## src/rtl/hazard_ctrl_pkg.sv

```systemverilog
// Shared types for the pipeline hazard controller.
package hazard_ctrl_pkg;

  typedef enum logic [1:0] {
    HZ_RUN     = 2'd0,
    HZ_FLUSH   = 2'd1,
    HZ_MEMWAIT = 2'd2
  } hz_state_e;

endpackage

```

## src/rtl/hazard_ctrl_sat_counter.sv

```systemverilog
// Saturating up-counter used for the stall and flush performance counters.
module hazard_ctrl_sat_counter #(
  parameter int W = 16
) (
  input  logic         clk,
  input  logic         rst,
  input  logic         inc,
  output logic [W-1:0] count
);

  logic [W-1:0] count_q;
  logic [W-1:0] count_d;

  always_comb begin
    count_d = count_q;
    if (inc && (count_q != {W{1'b1}})) begin
      count_d = count_q + W'(1);
    end
  end

  always_ff @(posedge clk) begin
    if (rst) begin
      count_q <= '0;
    end else begin
      count_q <= count_d;
    end
  end

  assign count = count_q;

endmodule

```

## src/rtl/hazard_ctrl.sv

```systemverilog
// Hazard controller for the 5-stage RV32I core: load-use stalls, branch
// flushes and data-memory wait states, plus stall/flush counters.
module hazard_ctrl
  import hazard_ctrl_pkg::*;
#(
  parameter int FLUSH_CYCLES = 1,
  parameter int MEM_TIMEOUT  = 255,
  parameter int CNT_W        = 16
) (
  input  logic             clk,
  input  logic             rst,
  input  logic [4:0]       id_rs1,
  input  logic [4:0]       id_rs2,
  input  logic             id_use_rs1,
  input  logic             id_use_rs2,
  input  logic             ex_memread,
  input  logic [4:0]       ex_wreg,
  input  logic             ex_branch_taken,
  input  logic             dmem_req,
  input  logic             dmem_ready,
  output logic             pc_keep,
  output logic             ifid_keep,
  output logic             ifid_nop,
  output logic             idex_keep,
  output logic             idex_nop,
  output logic             exmem_keep,
  output logic             mem_timeout,
  output logic [CNT_W-1:0] stall_cnt,
  output logic [CNT_W-1:0] flush_cnt,
  output logic [1:0]       state_o
);

  localparam int FC_W = (FLUSH_CYCLES > 2) ? $clog2(FLUSH_CYCLES) : 1;
  localparam int WT_W = (MEM_TIMEOUT > 1) ? $clog2(MEM_TIMEOUT + 1) : 1;
  localparam logic [WT_W-1:0] WT_MAX = WT_W'(MEM_TIMEOUT);

  hz_state_e       state_q, state_d, ret_q, ret_d, eff_state;
  logic [FC_W-1:0] flush_left_q, flush_left_d;
  logic [WT_W-1:0] wait_q, wait_d;
  logic            timeout_q, timeout_d;
  logic            mem_busy, load_use, flush_inc;

  assign mem_busy = dmem_req & ~dmem_ready;
  assign load_use = ex_memread & (ex_wreg != 5'd0) &
                    ((id_use_rs1 & (id_rs1 == ex_wreg)) |
                     (id_use_rs2 & (id_rs2 == ex_wreg)));

  always_comb begin
    state_d      = state_q;
    ret_d        = ret_q;
    flush_left_d = flush_left_q;
    wait_d       = wait_q;
    timeout_d    = timeout_q;
    flush_inc    = 1'b0;
    pc_keep      = 1'b0;
    ifid_keep    = 1'b0;
    ifid_nop     = 1'b0;
    idex_keep    = 1'b0;
    idex_nop     = 1'b0;
    exmem_keep   = 1'b0;

    // Leaving MEM_WAIT applies the saved state's rules in the same cycle.
    eff_state = state_q;
    if ((state_q == HZ_MEMWAIT) && !mem_busy) begin
      eff_state = ret_q;
      state_d   = ret_q;
      wait_d    = '0;
    end

    case (eff_state)
      HZ_RUN: begin
        if (mem_busy) begin
          {pc_keep, ifid_keep, idex_keep, exmem_keep} = 4'b1111;
          ret_d   = HZ_RUN;
          state_d = HZ_MEMWAIT;
        end else if (ex_branch_taken) begin
          ifid_nop  = 1'b1;
          idex_nop  = 1'b1;
          flush_inc = 1'b1;
          if (FLUSH_CYCLES > 1) begin
            flush_left_d = FC_W'(FLUSH_CYCLES - 1);
            state_d      = HZ_FLUSH;
          end
        end else if (load_use) begin
          pc_keep   = 1'b1;
          ifid_keep = 1'b1;
          idex_nop  = 1'b1;
        end
      end
      HZ_FLUSH: begin
        if (mem_busy) begin
          {pc_keep, ifid_keep, idex_keep, exmem_keep} = 4'b1111;
          ret_d   = HZ_FLUSH;
          state_d = HZ_MEMWAIT;
        end else begin
          ifid_nop     = 1'b1;
          idex_nop     = 1'b1;
          flush_left_d = flush_left_q - FC_W'(1);
          if (flush_left_q == FC_W'(1)) begin
            state_d = HZ_RUN;
          end else begin
            state_d = HZ_FLUSH;
          end
        end
      end
      HZ_MEMWAIT: begin
        {pc_keep, ifid_keep, idex_keep, exmem_keep} = 4'b1111;
        wait_d    = (wait_q == WT_MAX) ? wait_q : wait_q + WT_W'(1);
        timeout_d = timeout_q | (wait_d == WT_MAX);
      end
      default: begin
        state_d = HZ_RUN;
      end
    endcase

    if (rst) begin
      pc_keep    = 1'b0;
      ifid_keep  = 1'b0;
      idex_keep  = 1'b0;
      exmem_keep = 1'b0;
      ifid_nop   = 1'b1;
      idex_nop   = 1'b1;
      flush_inc  = 1'b0;
    end
  end

  always_ff @(posedge clk) begin
    if (rst) begin
      state_q      <= HZ_RUN;
      ret_q        <= HZ_RUN;
      flush_left_q <= '0;
      wait_q       <= '0;
      timeout_q    <= 1'b0;
    end else begin
      state_q      <= state_d;
      ret_q        <= ret_d;
      flush_left_q <= flush_left_d;
      wait_q       <= wait_d;
      timeout_q    <= timeout_d;
    end
  end

  hazard_ctrl_sat_counter #(.W(CNT_W)) u_stall_cnt (
    .clk   (clk),
    .rst   (rst),
    .inc   (pc_keep),
    .count (stall_cnt)
  );

  hazard_ctrl_sat_counter #(.W(CNT_W)) u_flush_cnt (
    .clk   (clk),
    .rst   (rst),
    .inc   (flush_inc),
    .count (flush_cnt)
  );

  assign mem_timeout = timeout_q;
  assign state_o     = state_q;

endmodule

```

## config.mk

```make
export PLATFORM = sky130hd
export DESIGN_NAME = hazard_ctrl
export DESIGN_NICKNAME = d
export VERILOG_FILES = /design/src/rtl/hazard_ctrl_pkg.sv /design/src/rtl/hazard_ctrl_sat_counter.sv /design/src/rtl/hazard_ctrl.sv
export SDC_FILE = /design/constraint.sdc
export NUM_CORES = 1
export LEC_CHECK = 0
export CORE_UTILIZATION = 32
export CTS_BUF_LIST = sky130_fd_sc_hd__clkbuf_4
export DETAILED_ROUTE_END_ITERATION = 10
export SLEW_MARGIN = 25
export SYNTH_ARGS = -nofsm -noshare
export SYNTH_HDL_FRONTEND = slang
export SYNTH_SLANG_ARGS = --single-unit
```

## constraint.sdc

```tcl
create_clock -name clk -period 6.55 [get_ports clk]
set_input_delay 1.6375 -clock clk [delete_from_list [all_inputs] [get_ports clk]]
set_output_delay 1.6375 -clock clk [all_outputs]
set_load 0.005 [all_outputs]
```

==> results of run 1 <==
==> state kept, by name, summed over array words and instances (netlist names) <==
| signal | count |
|---|---|
| state_o | 2 |
| mem_timeout | 1 |
| u_stall_cnt.count | 16 |
| wait_q | 8 |
| flush_left_q | 1 |
| ret_q | 1 |
| u_flush_cnt.count | 16 |
==> worst max path at each step <==
stage                            to  slack [ns]  cells after the start
final                     ifid_keep        1.27                      7
after global routing      ifid_keep        1.19                      7
after CTS                 ifid_keep        1.25                      7
after detailed placement  ifid_keep        1.25                      7
after global placement    ifid_keep        1.27                      7
after floorplan             pc_keep        2.03                      7
==> layer usage <==
metal	vias to the layer above	routed length, um	global-route usage (%)
li1	1212	-	-
met1	1107	2830	18.1
met2	43	2770	23.0
met3	10	233	3.24
met4	0	125	4.87
met5	-	0	0
==> layout make-up <==
type                            instances  area [um2]
Clock buffer                            6        45.0
Clock inverter                          2        33.8
Fill cell                             840        4830
Inverter                                5        18.8
Multi-Input combinational cell        235        1610
Sequential cell                        45         901
Tap cell                              105         131
Timing Repair Buffer                   66         648
==> synthesized netlist by cell type (5+ instances only) <==
master	number	area share, %
xor2_1	12	3.9
inv_1	5	0.69
and3_1	11	2.5
nand3_1	20	3.7
buf_4	6	1.7
nor2_1	27	3.7
dfxtp_1	45	33
a21oi_1	19	3.5
xnor2_1	13	4.2
nor3_1	5	0.92
buf_6	8	3.3
o21ai_0	8	1.5
or4_1	10	2.8
nand4_1	8	1.9
o31ai_2	5	2.3
nand2_1	27	3.7
a21oi_2	8	2.6
==> power breakdown <==
group	leakage, nW	internal [W]	switching, W	total (W)
Clock	0.0433	0.0000837	0.0000883	0.000172
Combinational	0.675	0.0000285	0.0000258	0.0000543
Sequential	0.363	0.000275	0.00000245	0.000278
Total	1.08	0.000387	0.000117	0.000504
==> cell families (layout without fill, tap and decap cells) <==
group	after synthesis	count (layout)
AOI/OAI and AO/OA	66	66
xor gates and xnor gates	25	25
adders and majority gates	3	3
buffers and inverters	25	79
DFF	45	45
muxes	4	4
and+or+nand+nor	137	137
==> metrics by stage <==
stage	hold WS [ns]	utilization, %	std cells	setup WS (ns)	instance area [um2]
after CTS	0.453	41.2	464	1.25	3390
after floorplan	0.410	-	305	2.03	2710
after detailed placement	0.432	40.2	456	1.25	3310
final	0.448	41.2	464	1.27	3390
after global routing	0.464	41.2	464	1.19	3390
after global placement	0.422	40.2	456	1.27	3310
==> results.cfg, run 1 <==
[route]
dr.pass1.iters = 4
drt_iter0_markers = 110
wire_per_inst_um = 12.8
drc_errors = 0
via_count = 2372
ant_nets = 0
routed_wl_um = 5950
vias_per_cell = 5.11

[die]
core_um2 = 8220
dieArea_um2 = 8820
initial_core_util_pct = 32.9
die_h_um = 93.9
std_cell_rows = 33
die_w_um = 93.9
ios = 64

[clocking]
h-tree-depth = 2
hold_buffers = 0
clkTransAtPathRegs_ns = 0.13
cts_root_buf = clkbuf_4
ctsResizeCount = 0
cts_setup_buffers = 0
cts_tree = yes
numClockSinks = 45
clkLatencyLatePin_ns = 0.35
clk_path_buf_depth = 2
cts_buffers = 5

[synthesis]
syn_area_um2 = 2710
synth_compound_area_share_pct = 20.0
synthCells = 305
ys_warn_count = 0
synth.mux.area_fraction_pct = 1.67
syn-num-nets = 331
avgSynthCellArea_um2 = 8.87
synth-async-reset-ratio_pct = 0
synthFlopType = dfxtp_1
synth-edff-count = 0
seq_area_frac_synth_pct = 33.3
synthAdderAreaFrac_pct = 1.39
synth-simple-area-share_pct = 28.3
synth-xor-area-share_pct = 8.09
synth_top_family_by_area = simple AND/OR/NAND/NOR gates
synth_seq_cells = 45
ys_types = 57

[sta]
fmax_mhz = 190
clock_skew_ns = 0.0116
setup_violations = 0
tns_ns = 0
min_period_over_period_pct = 80.6
drv_slew = 0
timing_worst_slew_pin_value_ns = 0.647
hold_violations = 0
period_needed_ns = 5.28
rsz0062_at_grt = no
max-slew-margin-rel_pct = 56.8

[placement]
routabilityCongestion = 0.795
dp_hpwl_um = 4450
portBuffers = 63

[final_layout]
final_common_cell = clkdlybuf4s50_1
nets = 384
final_cell_mix = clkdlybuf4s50_1 (62), dfxtp_1 (45), nand2_1 (27), nor2_1 (27), nand3_1 (20)
diodes = 0
syn2layout_area_growth_pct = 25.2
drive_above_1_share_pct = 12.5

[pwr]
vdd_drop_max_uv = 91.6
p_per_area_nw_per_um2 = 149
leakagePower_nw = 1.08
power_w = 0.000504

[run]
maxCapViolations = 0

[global_route]
first_global_vias = 2233
grt_antenna_before_repair = 0
track_usage_pct = 14.1
grt_first_pass_wirelength_um = 10100
grt.overflow.total = 0
grt_max_degree = 36

[setup_path]
timing.rr.end = u_stall_cnt.count[7]$_SDFFE_PP0P_
cp_cell_sequence = clkdlybuf4s50_1 > or4_4 > o21ai_2 > nor2_1 > a21oi_2 > inv_1 > clkdlybuf4s50_1
cp-startpoint = ex_wreg[1]
cp_slowest_cell = or4_4
crit_arrival_ns = 3.64
rrSetupSlack_ns = 4.18
cp.required_ns = 4.91
crit_fanout = 4
slowest_delay_ns = 0.56
r2r_cells = 7
crit_top_cell = clkdlybuf4s50_1
r2r_start = u_stall_cnt.count[0]$_SDFFE_PP0P_
cp_num_buf_inv = 3
end_kind = primary output
cp-start-kind = input pin
critPathKind = input pin to primary output
cpLargestDelayFamily = buffers and inverters

[min_path]
hold_end = state_o[0]$_SDFF_PP0_
min_path_cells = 1
min_path_type = register to register
min_from = flush_left_q$_SDFFE_PP0P_

[status]
outcome = completed
Power figures use the tool's default switching activity.
==> run 2: changes to the inputs <==
==> constraint.sdc (replaced) <==
create_clock -name clk -period 5.1 [get_ports clk]
set_input_delay 1.275 -clock clk [delete_from_list [all_inputs] [get_ports clk]]
set_output_delay 1.275 -clock clk [all_outputs]
set_load 0.005 [all_outputs]
==> run 2 against run 1 <==
Setup slack worse by 0.71 ns. Sequential power grew 28%. Sequential share of layout area rose by 0.18 points. Hold slack better by 0.020 ns. Via count up 2.9%. Final area shrank 0.67%. Critical path depth stayed put. Non-clock buffer count rose by 1. Flip-flop and latch count is the same. Combinational power up 30%. Total power grew 18%. Critical path type unchanged.
==> results.cfg, run 2 (synthesis results as in run 1) <==
[sta]
hold_violations = 0
setup_violations = 0
max-slew-margin-rel_pct = 57.1
worst_slack_ns = 0.563
tns_ns = 0
fmax_mhz = 220
timing_worst_slew_pin_value_ns = 0.642
clock_skew_ns = 0.0148
rsz0062_at_grt = no
min_period_over_period_pct = 89.0
period_needed_ns = 4.54
drv_slew = 0

[global_route]
grt.busiest_layer = met2
first_global_vias = 2241
grt_max_degree = 29
grt_antenna_before_repair = 0
use_met1_pct = 19.3
grt_util_met3_pct = 2.99
grt_first_pass_wirelength_um = 10300
track_usage_pct = 14.5
grt.overflow.total = 0
use_met2_pct = 23.2

[route]
wire_per_inst_um = 13.1
vias_per_cell = 5.26
routed_wl_um = 6080
ant_nets = 0
drt_iter0_markers = 92
dr.pass1.iters = 4
via_count = 2440
drc_errors = 0

[setup_path]
crit_top_cell = clkdlybuf4s50_1
cp_cell_sequence = clkdlybuf4s50_1 > or4_4 > o21ai_2 > nor2_1 > a21oi_2 > inv_1 > clkdlybuf4s50_1
cp.required_ns = 3.83
cp-start-kind = input pin
crit_fanout = 4
end_kind = primary output
cp_num_buf_inv = 3
crit_arrival_ns = 3.26
cp_slowest_cell = or4_4
critPathKind = input pin to primary output
cpLargestDelayFamily = buffers and inverters
slowest_delay_ns = 0.56

[pwr]
p_per_area_nw_per_um2 = 177
leakagePower_nw = 1.07
vdd_drop_max_uv = 83.7
power_w = 0.000595

[clocking]
clkLatencyLatePin_ns = 0.36
ctsResizeCount = 0
numClockSinks = 45
cts_root_buf = clkbuf_4
clk_path_buf_depth = 2
cts_buffers = 5
hold_buffers = 0
clkTransAtPathRegs_ns = 0.12
h-tree-depth = 2
cts_setup_buffers = 0
cts_tree = yes

[final_layout]
nets = 385
diodes = 0
drive_above_1_share_pct = 12.5
regArea_um2 = 901
fillers = 842
final_common_cell = clkdlybuf4s50_1
fin_area_um2 = 3360
syn2layout_area_growth_pct = 24.3
multi_input_area_um2 = 1610
fin_cells = 464
final_cell_mix = clkdlybuf4s50_1 (62), dfxtp_1 (45), nand2_1 (27), nor2_1 (27), nand3_1 (20)

[placement]
routabilityCongestion = 0.809
portBuffers = 63
placed_cells = 457
place_area_um2 = 3310
dp_hpwl_um = 4500
pre_cts_ws_ns = 0.528

[run]
maxCapViolations = 0

[die]
std_cell_rows = 33
core_um2 = 8220
dieArea_um2 = 8820
ios = 64
initial_core_util_pct = 32.9
die_w_um = 93.9
die_h_um = 93.9

[min_path]
min_path_type = register to register

[status]
outcome = completed
-- run 2: cell types whose count changed in the layout (fill, tap and decap cells not counted) --
| cell | delta |
|---|---|
| bufinv_16 | -1 |
| buf_4 | +1 |
-- run 2: worst reg2reg max path, stage by stage (launching register included) --
cell,delay [ns]
dfxtp_1,0.46
ha_1,0.24
inv_1,0.08
nor2_1,0.27
and3_4,0.25
nor2b_4,0.55
nor4_2,0.14
mux2_4,0.32
-- run 2: final cells by class --
class	instances	area share, %
inverters	5	0.558
multi-input cells	235	47.8
clock buffers	6	1.34
well taps	105	3.91
clock inverters	1	0.112
repair buffers	67	19.5
flip-flops and latches	45	26.8
-- run 2: report_power, final --
group          switching, W  internal (W)  leakage (nW)
clock              0.000112     0.0000557        0.0292
sequential       0.00000313      0.000353         0.363
combinational     0.0000336     0.0000370         0.680
-- run 2: path summary, 6_finish.rpt --
check                                                       start                           endpoint  slack [ns]  cells after the start
worst max register to register  u_stall_cnt.count[0]$_SDFFE_PP0P_  u_stall_cnt.count[7]$_SDFFE_PP0P_        2.71                      7
worst max-delay path                                   ex_wreg[1]                          ifid_keep        0.56                      7
worst min register to register          flush_left_q$_SDFFE_PP0P_              state_o[0]$_SDFF_PP0_        0.47                      1
worst min-delay path                    flush_left_q$_SDFFE_PP0P_              state_o[0]$_SDFF_PP0_        0.47                      1
-- run 2: per-layer routing --
layer / wire, um / up-vias / share of wire (%)
met4: 103 / 0 / 1.7
met2: 2840 / 55 / 47
met5: 0 / - / 0
met1: 2890 / 1163 / 48
met3: 249 / 7 / 4.1
li1: - / 1215 / -
-- run 2: stage by stage --
stage | hold WS [ns] | util (%)
CTS | 0.467 | 40.9
finish | 0.468 | 40.9
floorplan | 0.410 | -
global route | 0.501 | 40.9
detailed placement | 0.444 | 40.3
global placement | 0.416 | 40.3
==> run 3: changes to the inputs <==
--- a/config.mk
+++ b/config.mk
@@ -5,6 +5,7 @@
 export SDC_FILE = /design/constraint.sdc
 export NUM_CORES = 1
 export LEC_CHECK = 0
+export CORE_MARGIN = 2
 export CORE_UTILIZATION = 32
 export CTS_BUF_LIST = sky130_fd_sc_hd__clkbuf_4
 export DETAILED_ROUTE_END_ITERATION = 10
==> run 3 against run 2 <==
First-iteration DRC count shrank 24%. Utilization grew 0.29 points. Critical endpoint is now pc_keep. Clock power grew 27%. Global-route usage shrank 0.51 points. Cell count is the same. Hold slack gained 0.0028 ns. Final area grew 0.71%. Fmax grew 0.25%. Sequential share of layout area shrank 0.19 points. Setup slack gained 0.011 ns.
==> results.cfg, run 3 (synthesis results as in run 1) <==
[status]
outcome = completed

[clocking]
ctsResizeCount = 0
h-tree-depth = 2
cts_setup_buffers = 0
cts_tree = yes
numClockSinks = 45
hold_buffers = 0
cts_buffers = 5
cts_root_buf = clkbuf_4
clkTransAtPathRegs_ns = 0.14
clkLatencyLatePin_ns = 0.35
clk_path_buf_depth = 2

[setup_path]
cp_cell_sequence = clkdlybuf4s50_1 > or4_4 > o21ai_2 > nor2_1 > a21oi_2 > inv_1 > clkdlybuf4s50_1
cp-start-kind = input pin
crit_arrival_ns = 3.25
crit_top_cell = clkdlybuf4s50_1
cp.required_ns = 3.83
crit_fanout = 4
cp_slowest_cell = or4_4
critPathKind = input pin to primary output
end_kind = primary output
slowest_delay_ns = 0.56

[global_route]
track_usage_pct = 14.0
grt_first_pass_wirelength_um = 10200
first_global_vias = 2224
grt_max_degree = 29
grt.overflow.total = 0
grt_antenna_before_repair = 0

[sta]
max-slew-margin-rel_pct = 54.3
clock_skew_ns = 0.0160
fmax_mhz = 221
timing_worst_slew_pin_value_ns = 0.684
rsz0062_at_grt = no
hold_violations = 0
period_needed_ns = 4.53
tns_ns = 0
setup_violations = 0
fin_hold_ws_ns = 0.470
drv_slew = 0
min_period_over_period_pct = 88.7

[route]
drt_iter0_markers = 70
wire_per_inst_um = 13.4
drc_errors = 0
ant_nets = 0
via_count = 2413
vias_per_cell = 5.20
routed_wl_um = 6230
dr.pass1.iters = 6

[placement]
placed_cells = 457
place_area_um2 = 3310
portBuffers = 63
routabilityCongestion = 0.813
dp_hpwl_um = 4610

[final_layout]
final_cell_mix = clkdlybuf4s50_1 (62), dfxtp_1 (45), nand2_1 (27), nor2_1 (27), nand3_1 (20)
fin_cells = 464
fin_util_pct = 41.2
final_common_cell = clkdlybuf4s50_1
fin_area_um2 = 3390
nets = 385
diodes = 0
syn2layout_area_growth_pct = 25.2
drive_above_1_share_pct = 12.8

[pwr]
leakagePower_nw = 1.08
vdd_drop_max_uv = 85.6
p_per_area_nw_per_um2 = 189
power_frac_seq_pct = 55.7
swShare_pct = 23.4
pwr-share-comb_pct = 11.1
internal_power_w = 0.000491
p_sw_w = 0.000150
pwr-share-clk_pct = 33.2

[min_path]
min_path_type = register to register

[die]
die_h_um = 95.9
die_w_um = 95.9
dieArea_um2 = 9200
ios = 64
std_cell_rows = 33
initial_core_util_pct = 32.9
core_um2 = 8220

[run]
maxCapViolations = 0
==> run 3: cell types whose count changed in the layout (fill, tap and decap cells not counted) <==
cell / change
bufinv_16: +1
clkbuf_4: -1
clkinv_1: -1
clkinv_2: +1
==> run 3: worst paths after layout <==
kind | to | start | slack [ns] | depth (start not counted)
setup / recovery | pc_keep | ex_wreg[1] | 0.57 | 7
hold / removal | state_o[0]$_SDFF_PP0_ | flush_left_q$_SDFFE_PP0P_ | 0.47 | 1
setup reg to reg | u_stall_cnt.count[7]$_SDFFE_PP0P_ | u_stall_cnt.count[0]$_SDFFE_PP0P_ | 2.65 | 7
hold reg to reg | state_o[0]$_SDFF_PP0_ | flush_left_q$_SDFFE_PP0P_ | 0.47 | 1
==> run 3: final cells by class <==
class / count / area, um2
timing repair buffer: 67 / 656
sequential: 45 / 901
clock inverter: 2 / 35.0
clock buffer: 5 / 37.5
multi-input combinational: 235 / 1610
fill: 841 / 4830
inverter: 5 / 18.8
tap: 105 / 131
==> run 3: power by group through the flow <==
stage / Combinational (W) / Clock (W) / Sequential, W
finish: 0.0000709 / 0.000213 / 0.000357
global route: 0.0000774 / 0.000236 / 0.000357
CTS: 0.0000720 / 0.000224 / 0.000357
detailed placement: 0.0000717 / 0 / 0.000364
global placement: 0.0000708 / 0 / 0.000364
floorplan: 0.0000421 / 0 / 0.000363
==> run 3: metrics by stage <==
step,worst slack (ns),total power (W)
after CTS,0.553,0.000653
final,0.574,0.000640
after global placement,0.573,0.000435
after detailed placement,0.554,0.000436
after global routing,0.485,0.000671
after floorplan,1.31,0.000405
==> run 3: layer usage <==
metal / vias to the layer above / track usage [%] / share of wire [%]
li1: 1217 / - / -
met1: 1137 / 17.5 / 46
met2: 51 / 23.5 / 47
met3: 8 / 3.45 / 5.0
met4: 0 / 4.88 / 1.8
met5: - / 0 / 0
==> run 3: worst max-delay path: cells and delay by family <==
| kind | cells | cell delay [ns] |
|---|---|---|
| buf+inv | 3 | 1.04 |
| simple gates | 2 | 0.63 |
| compound gates | 2 | 0.30 |
